File: config.mk
export PLATFORM = sky130hd
export DESIGN_NAME = dds_bus_ctrl
export DESIGN_NICKNAME = d
export VERILOG_FILES = /design/src/rtl/dds_bus_ctrl.sv
export SDC_FILE = /design/constraint.sdc
export NUM_CORES = 1
export LEC_CHECK = 0
export ABC_AREA = 1
export CELL_PAD_IN_SITES_DETAIL_PLACEMENT = 2
export CELL_PAD_IN_SITES_GLOBAL_PLACEMENT = 2
export CORE_MARGIN = 1.5
export CORE_UTILIZATION = 37
export DETAILED_ROUTE_END_ITERATION = 16
export GPL_TIMING_DRIVEN = 1
export PLACE_DENSITY = 0.79
export SLEW_MARGIN = 30
export SYNTH_ARGS = -nofsm -noshare
export SYNTH_HDL_FRONTEND = slang
export SYNTH_SLANG_ARGS = --single-unit
File: constraint.sdc
create_clock -name clk -period 1.9 [get_ports clk]
set_clock_uncertainty 0.05 [all_clocks]
set_input_delay 0.285 -clock clk [delete_from_list [all_inputs] [get_ports clk]]
set_output_delay 0.285 -clock clk [all_outputs]
set_load 0.03 [all_outputs]
File: src/rtl/dds_bus_ctrl.sv
// dds_bus_ctrl: programming-port sequencer for a DDS chip with a 6-bit address / 8-bit data
// parallel bus. Runs the power-on master-reset sequence, buffers register writes in a small
// FIFO and replays each one with setup/strobe/hold timing, pulsing io_ud after a write that
// closes a batch.
// Build option: define DDS_INIT_SEQ_EN to include the mst_rst power-on sequence
// (INIT_RST/INIT_GAP). Without it mst_rst is tied low and the sequencer starts in IDLE.
module dds_bus_ctrl #(
    parameter int unsigned CLK_DIV    = 4,
    parameter int unsigned RST_CYCLES = 16,
    parameter int unsigned UD_CYCLES  = 4,
    parameter int unsigned FIFO_DEPTH = 8
) (
    input  logic       clk,
    input  logic       rst_n,
    input  logic       req_valid,
    output logic       req_ready,
    input  logic [5:0] req_addr,
    input  logic [7:0] req_data,
    input  logic       req_last,
    output logic       busy,
    output logic       mst_rst,
    output logic [5:0] a,
    output logic [7:0] d,
    output logic       wrb,
    output logic       io_ud
);

    localparam int unsigned MaxAB  = (CLK_DIV > RST_CYCLES) ? CLK_DIV : RST_CYCLES;
    localparam int unsigned MaxCyc = (MaxAB > UD_CYCLES) ? MaxAB : UD_CYCLES;
    localparam int unsigned PhW    = $clog2(MaxCyc) + 1;
    localparam int unsigned PtrW   = $clog2(FIFO_DEPTH);
    localparam int unsigned CntW   = PtrW + 1;
    localparam int unsigned EntW   = 15;

    localparam logic [PhW-1:0]  DivLoad = PhW'(CLK_DIV - 1);
    localparam logic [PhW-1:0]  UdLoad  = PhW'(UD_CYCLES - 1);
    localparam logic [CntW-1:0] CntFull = CntW'(FIFO_DEPTH);

`ifdef DDS_INIT_SEQ_EN
    typedef enum logic [2:0] {
        StInitRst, StInitGap, StIdle, StSetup, StStrobe, StHold, StUpdate
    } state_e;
    localparam logic [PhW-1:0] RstLoad  = PhW'(RST_CYCLES - 1);
    localparam state_e         StReset  = StInitRst;
    localparam logic [PhW-1:0] CntReset = RstLoad;
`else
    typedef enum logic [2:0] {
        StIdle, StSetup, StStrobe, StHold, StUpdate
    } state_e;
    localparam state_e         StReset  = StIdle;
    localparam logic [PhW-1:0] CntReset = '0;
`endif

    state_e          state_q;
    logic [PhW-1:0]  cnt_q;
    logic            wrb_q;
    logic            io_ud_q;
    logic [5:0]      a_q;
    logic [7:0]      d_q;
    logic            last_q;
    logic            req_ready_q;
    logic            busy_q;

    logic [EntW-1:0] mem_q [FIFO_DEPTH];
    logic [PtrW-1:0] wr_ptr_q;
    logic [PtrW-1:0] rd_ptr_q;
    logic [CntW-1:0] count_q;
    logic [CntW-1:0] count_d;

    logic            push;
    logic            pop;
    logic            phase_done;
    logic            init_next;
    logic            idle_next;
    logic [EntW-1:0] head;

    // Handshake, FIFO occupancy and a peek at where the FSM goes next (for registered flags)
    always_comb begin
        push       = req_valid && req_ready_q;
        pop        = (state_q == StIdle) && (count_q != '0);
        head       = mem_q[rd_ptr_q];
        phase_done = (cnt_q == '0);

        count_d = count_q;
        if (push && !pop) begin
            count_d = count_q + CntW'(1);
        end else if (pop && !push) begin
            count_d = count_q - CntW'(1);
        end

        init_next = 1'b0;
        idle_next = 1'b0;
        case (state_q)
`ifdef DDS_INIT_SEQ_EN
            StInitRst: init_next = 1'b1;
            StInitGap: begin
                init_next = !phase_done;
                idle_next = phase_done;
            end
`endif
            StIdle:   idle_next = !pop;
            StHold:   idle_next = phase_done && !last_q;
            StUpdate: idle_next = phase_done;
            default:  idle_next = 1'b0;
        endcase
    end

    // Request storage; contents need no reset, validity is tracked by the pointers
    always_ff @(posedge clk) begin
        if (push) begin
            mem_q[wr_ptr_q] <= {req_last, req_addr, req_data};
        end
    end

    // FIFO pointers plus registered ready/busy derived from next-cycle occupancy and state
    always_ff @(posedge clk or negedge rst_n) begin
        if (!rst_n) begin
            wr_ptr_q    <= '0;
            rd_ptr_q    <= '0;
            count_q     <= '0;
            req_ready_q <= 1'b0;
            busy_q      <= 1'b1;
        end else begin
            if (push) begin
                wr_ptr_q <= wr_ptr_q + PtrW'(1);
            end
            if (pop) begin
                rd_ptr_q <= rd_ptr_q + PtrW'(1);
            end
            count_q     <= count_d;
            req_ready_q <= !init_next && (count_d != CntFull);
            busy_q      <= !idle_next || (count_d != '0);
        end
    end

`ifdef DDS_INIT_SEQ_EN
    logic mst_rst_q;
    assign mst_rst = mst_rst_q;
`else
    assign mst_rst = 1'b0;
`endif

    // Sequencer FSM; every bus pin is driven from a register updated here
    always_ff @(posedge clk or negedge rst_n) begin
        if (!rst_n) begin
            state_q   <= StReset;
            cnt_q     <= CntReset;
            wrb_q     <= 1'b1;
            io_ud_q   <= 1'b0;
            a_q       <= '0;
            d_q       <= '0;
            last_q    <= 1'b0;
`ifdef DDS_INIT_SEQ_EN
            mst_rst_q <= 1'b1;
`endif
        end else begin
            case (state_q)
`ifdef DDS_INIT_SEQ_EN
                StInitRst: begin
                    if (phase_done) begin
                        state_q   <= StInitGap;
                        cnt_q     <= RstLoad;
                        mst_rst_q <= 1'b0;
                    end else begin
                        cnt_q <= cnt_q - PhW'(1);
                    end
                end
                StInitGap: begin
                    if (phase_done) begin
                        state_q <= StIdle;
                    end else begin
                        cnt_q <= cnt_q - PhW'(1);
                    end
                end
`endif
                StIdle: begin
                    // a/d only ever change here, so the bus keeps the last write when idle
                    if (pop) begin
                        {last_q, a_q, d_q} <= head;
                        cnt_q              <= DivLoad;
                        state_q            <= StSetup;
                    end
                end
                StSetup: begin
                    if (phase_done) begin
                        state_q <= StStrobe;
                        wrb_q   <= 1'b0;
                        cnt_q   <= DivLoad;
                    end else begin
                        cnt_q <= cnt_q - PhW'(1);
                    end
                end
                StStrobe: begin
                    if (phase_done) begin
                        state_q <= StHold;
                        wrb_q   <= 1'b1;
                        cnt_q   <= DivLoad;
                    end else begin
                        cnt_q <= cnt_q - PhW'(1);
                    end
                end
                StHold: begin
                    if (phase_done) begin
                        if (last_q) begin
                            state_q <= StUpdate;
                            io_ud_q <= 1'b1;
                            cnt_q   <= UdLoad;
                        end else begin
                            state_q <= StIdle;
                        end
                    end else begin
                        cnt_q <= cnt_q - PhW'(1);
                    end
                end
                StUpdate: begin
                    if (phase_done) begin
                        state_q <= StIdle;
                        io_ud_q <= 1'b0;
                    end else begin
                        cnt_q <= cnt_q - PhW'(1);
                    end
                end
                default: begin
                    state_q <= StIdle;
                    wrb_q   <= 1'b1;
                    io_ud_q <= 1'b0;
                end
            endcase
        end
    end

    assign req_ready = req_ready_q;
    assign busy      = busy_q;
    assign a         = a_q;
    assign d         = d_q;
    assign wrb       = wrb_q;
    assign io_ud     = io_ud_q;

endmodule

==> impl_metrics.toml <==
[run_status]
status = "finished clean"

[floorplanning]
start_util_pct = 37.6
fp-row-count = 48
pin_count = 37
dieArea_mm2 = 0.0183
die_y_um = 135
fp.dieW_um = 135
core_area_mm2 = 0.0172

[worst_hold_path]
hold_path.class = "primary input to async pin"

[clocking]
cts_tree = "yes"
path_clk_slew_ps = 60
cts.path.max_buffers = 2
clkLatencyLatePin_ps = 430
root_buffer = "clkbuf_16"
h-tree-depth = 4
numClockSinks = 157
numCtsBuffers = 17

[critical_path]
slowest_stage = "clkdlybuf4s50_1"
cp-start-kind = "register"
cp.buffers_inverters = 1
slowest_delay_ps = 700
reg2reg_depth = 10
crit_path_end = "a[3]"
rr_endpoint = "req_ready"
startpoint = "a[3]"
r2r_setup_slack_ps = 130
cp-end-kind = "primary output"
critPathTopFamily = "buffers and inverters"
cp_max_fo = 2
crit_required_ps = 1560
crit_arrival_ps = 1500
path_cells = "clkdlybuf4s50_1"
cp.depth = 1
timing.rr.start = "state_q[0]"
critical_path_class = "register to primary output"

[final_layout]
layout.nets = 611
final_core_util_pct = 45.9
area_growth_pct = 22.0
diodes = 0
stdcell_count = 825
layout-drive-gt1-share_pct = 13.7

[drt]
drt_pass1_iterations = 4
via_per_inst = 5.46
drt_iter0_drc = 283
ant_nets = 0
via_count = 4504
drcViolationCount = 0
routed_wl_mm = 20.2
wl_per_cell_um = 24.5

[global_route]
grt_overflow_total = 0
grt_util_met2_pct = 41.6
grt.met3_usage_pct = 4.83
grt_pass1_wl_mm = 30.8
antenna_found_initial = 0
grt-busiest-layer = "met2"
grt_max_degree = 62
grt.met1_usage_pct = 28.8
grt_pass1_vias = 5001
grt_usage_pct = 23.7

[logic_synthesis]
synth_edf_count = 120
synthArstFlopShare_pct = 23.6
yosys.area_share.simple_pct = 12.2
synth_top_family_by_area = "simple AND/OR/NAND/NOR gates"
ys.warnings.count = 0
synth_fa_ha_area_share_pct = 1.16
avgSynthCellArea_um2 = 12.1
synth-xor-area-share_pct = 1.22
synth_nets = 560
ys_types = 37
yosys-top-cells-count = "120 x edfxtp_1, 80 x nand2_1, 79 x nor2_1"
synthesis.area_mm2 = 0.00646
ys_ff_latch = 157
post-synth-top-count-cell = "edfxtp_1"
netlist_instances = 536
synth.area.mux_share_pct = 0
netlist_top_cells_area = "edfxtp_1 56%, dfrtp_1 14%, o21ai_0 4.9%"
synth_top_area_share_pct = 55.8
synth_ff_type = "edfxtp_1"
yosysTopAreaCell = "edfxtp_1"
yosysSeqAreaShare_pct = 70.1
synth_compound_area_share_pct = 11.8

[sta]
timing.final.hold_violations = 0
rsz0062_at_grt = "false"
finalSetupViolations = 0
fin_crit_ps = 1840
max_freq_ghz = 0.544
drv_slew = 0
timing.final.crit_share_pct = 96.7

[pwr]
irDropWorstVdd_mv = 0.852
leakage_nw = 2.96
powerDensity_mw_per_mm2 = 1800

[job]
max_cap_violations = 0

[placed_design]
gp_congestion = 0.760
dpl.hpwl_mm = 12.7
place_inst = 791
io_buffers = 35
final cells by class:
class                   instances  area, um2
multi-input cells             326       1720
clock inverters                11        169
clock buffers                  21        450
flip-flops and latches        157       4530
repair buffers                 59        634
inverters                      26       97.6
well taps                     225        282
fillers                      1719       9300
registers in the layout (all words and copies together), names as in the netlist, 3 cells and up:
register  flops
mem_q       120
d             8
a             6
cnt_q         5
count_q       4
rd_ptr_q      3
state_q       3
wr_ptr_q      3
repair_timing:
action                                 CTS  global route
hold buffers                             1             0
setup endpoints to repair                2            14
resized for setup                        2             4
endpoints found under the hold margin   17             0
buffers inserted                         0             1
kinds of logic (layout without fill, tap and decap cells):
group / after synthesis / count (layout)
other: 1 / 1
AOI/OAI and AO/OA: 123 / 123
buffers and inverters: 53 / 117
and+or+nand+nor: 187 / 187
DFF: 157 / 157
adders and majority gates: 6 / 6
xor gates and xnor gates: 9 / 9
power breakdown:
part	switching [mW]	total [mW]	internal (mW)
clock network	1.40	3.63	2.23
logic	3.82	5.62	1.80
registers	0.443	4.96	4.51
total	5.66	14.2	8.55
worst reg2reg max path, stage by stage, from the launching register on:
cell	delay, ps
dfrtp_1	480
inv_2	120
nand2_2	80
nor2_4	180
nand3_2	190
nand2_2	140
nor2_2	60
nor2_4	90
nand2_2	70
nor2_2	100
nand2_1	70
metrics by stage:
step / hold WS (ps) / TNS, ps / cell area (um2) / setup slack [ps] / power [mW]
2_1_floorplan: -60.6 / -22990 / 6460 / -225 / 8.27
3_3_place_gp: 217 / -4100 / 7230 / -99.9 / 9.93
3_5_place_dp: 224 / -10560 / 7230 / -177 / 10.4
4_1_cts: 301 / 0 / 7860 / 25.5 / 14.3
5_1_grt: 334 / 0 / 7880 / 7.23 / 14.9
6_report: 306 / 0 / 7880 / 62.1 / 14.2
cell usage in the layout, fill, tap and decap left out, drive strengths merged, types with 4 or more instances in the layout:
cell type      count
o21ai             70
dfrtp             35
edfxtp           120
clkinv             7
o221ai            14
ha                 6
bufinv             4
o22ai             17
nand2             88
nor2              84
clkdlybuf4s50     30
clkbuf            21
buf               24
nand3             12
inv               25
xor2               7
o211ai            16
worst min path at each step:
stage                from     to  slack [ps]  cells past startpoint
global route        rst_n  io_ud         330                      2
finish              rst_n  io_ud         310                      2
global placement    rst_n  io_ud         220                      1
detailed placement  rst_n  io_ud         220                      1
floorplan           rst_n   a[0]         -60                      0
CTS                 rst_n  io_ud         300                      2
routing by layer:
metal / vias up / wire length (um)
met3: 33 / 951
met1: 2341 / 8150
met5: - / 0
li1: 2007 / -
met4: 0 / 501
met2: 123 / 10600
Power figures use the tool's default switching activity.
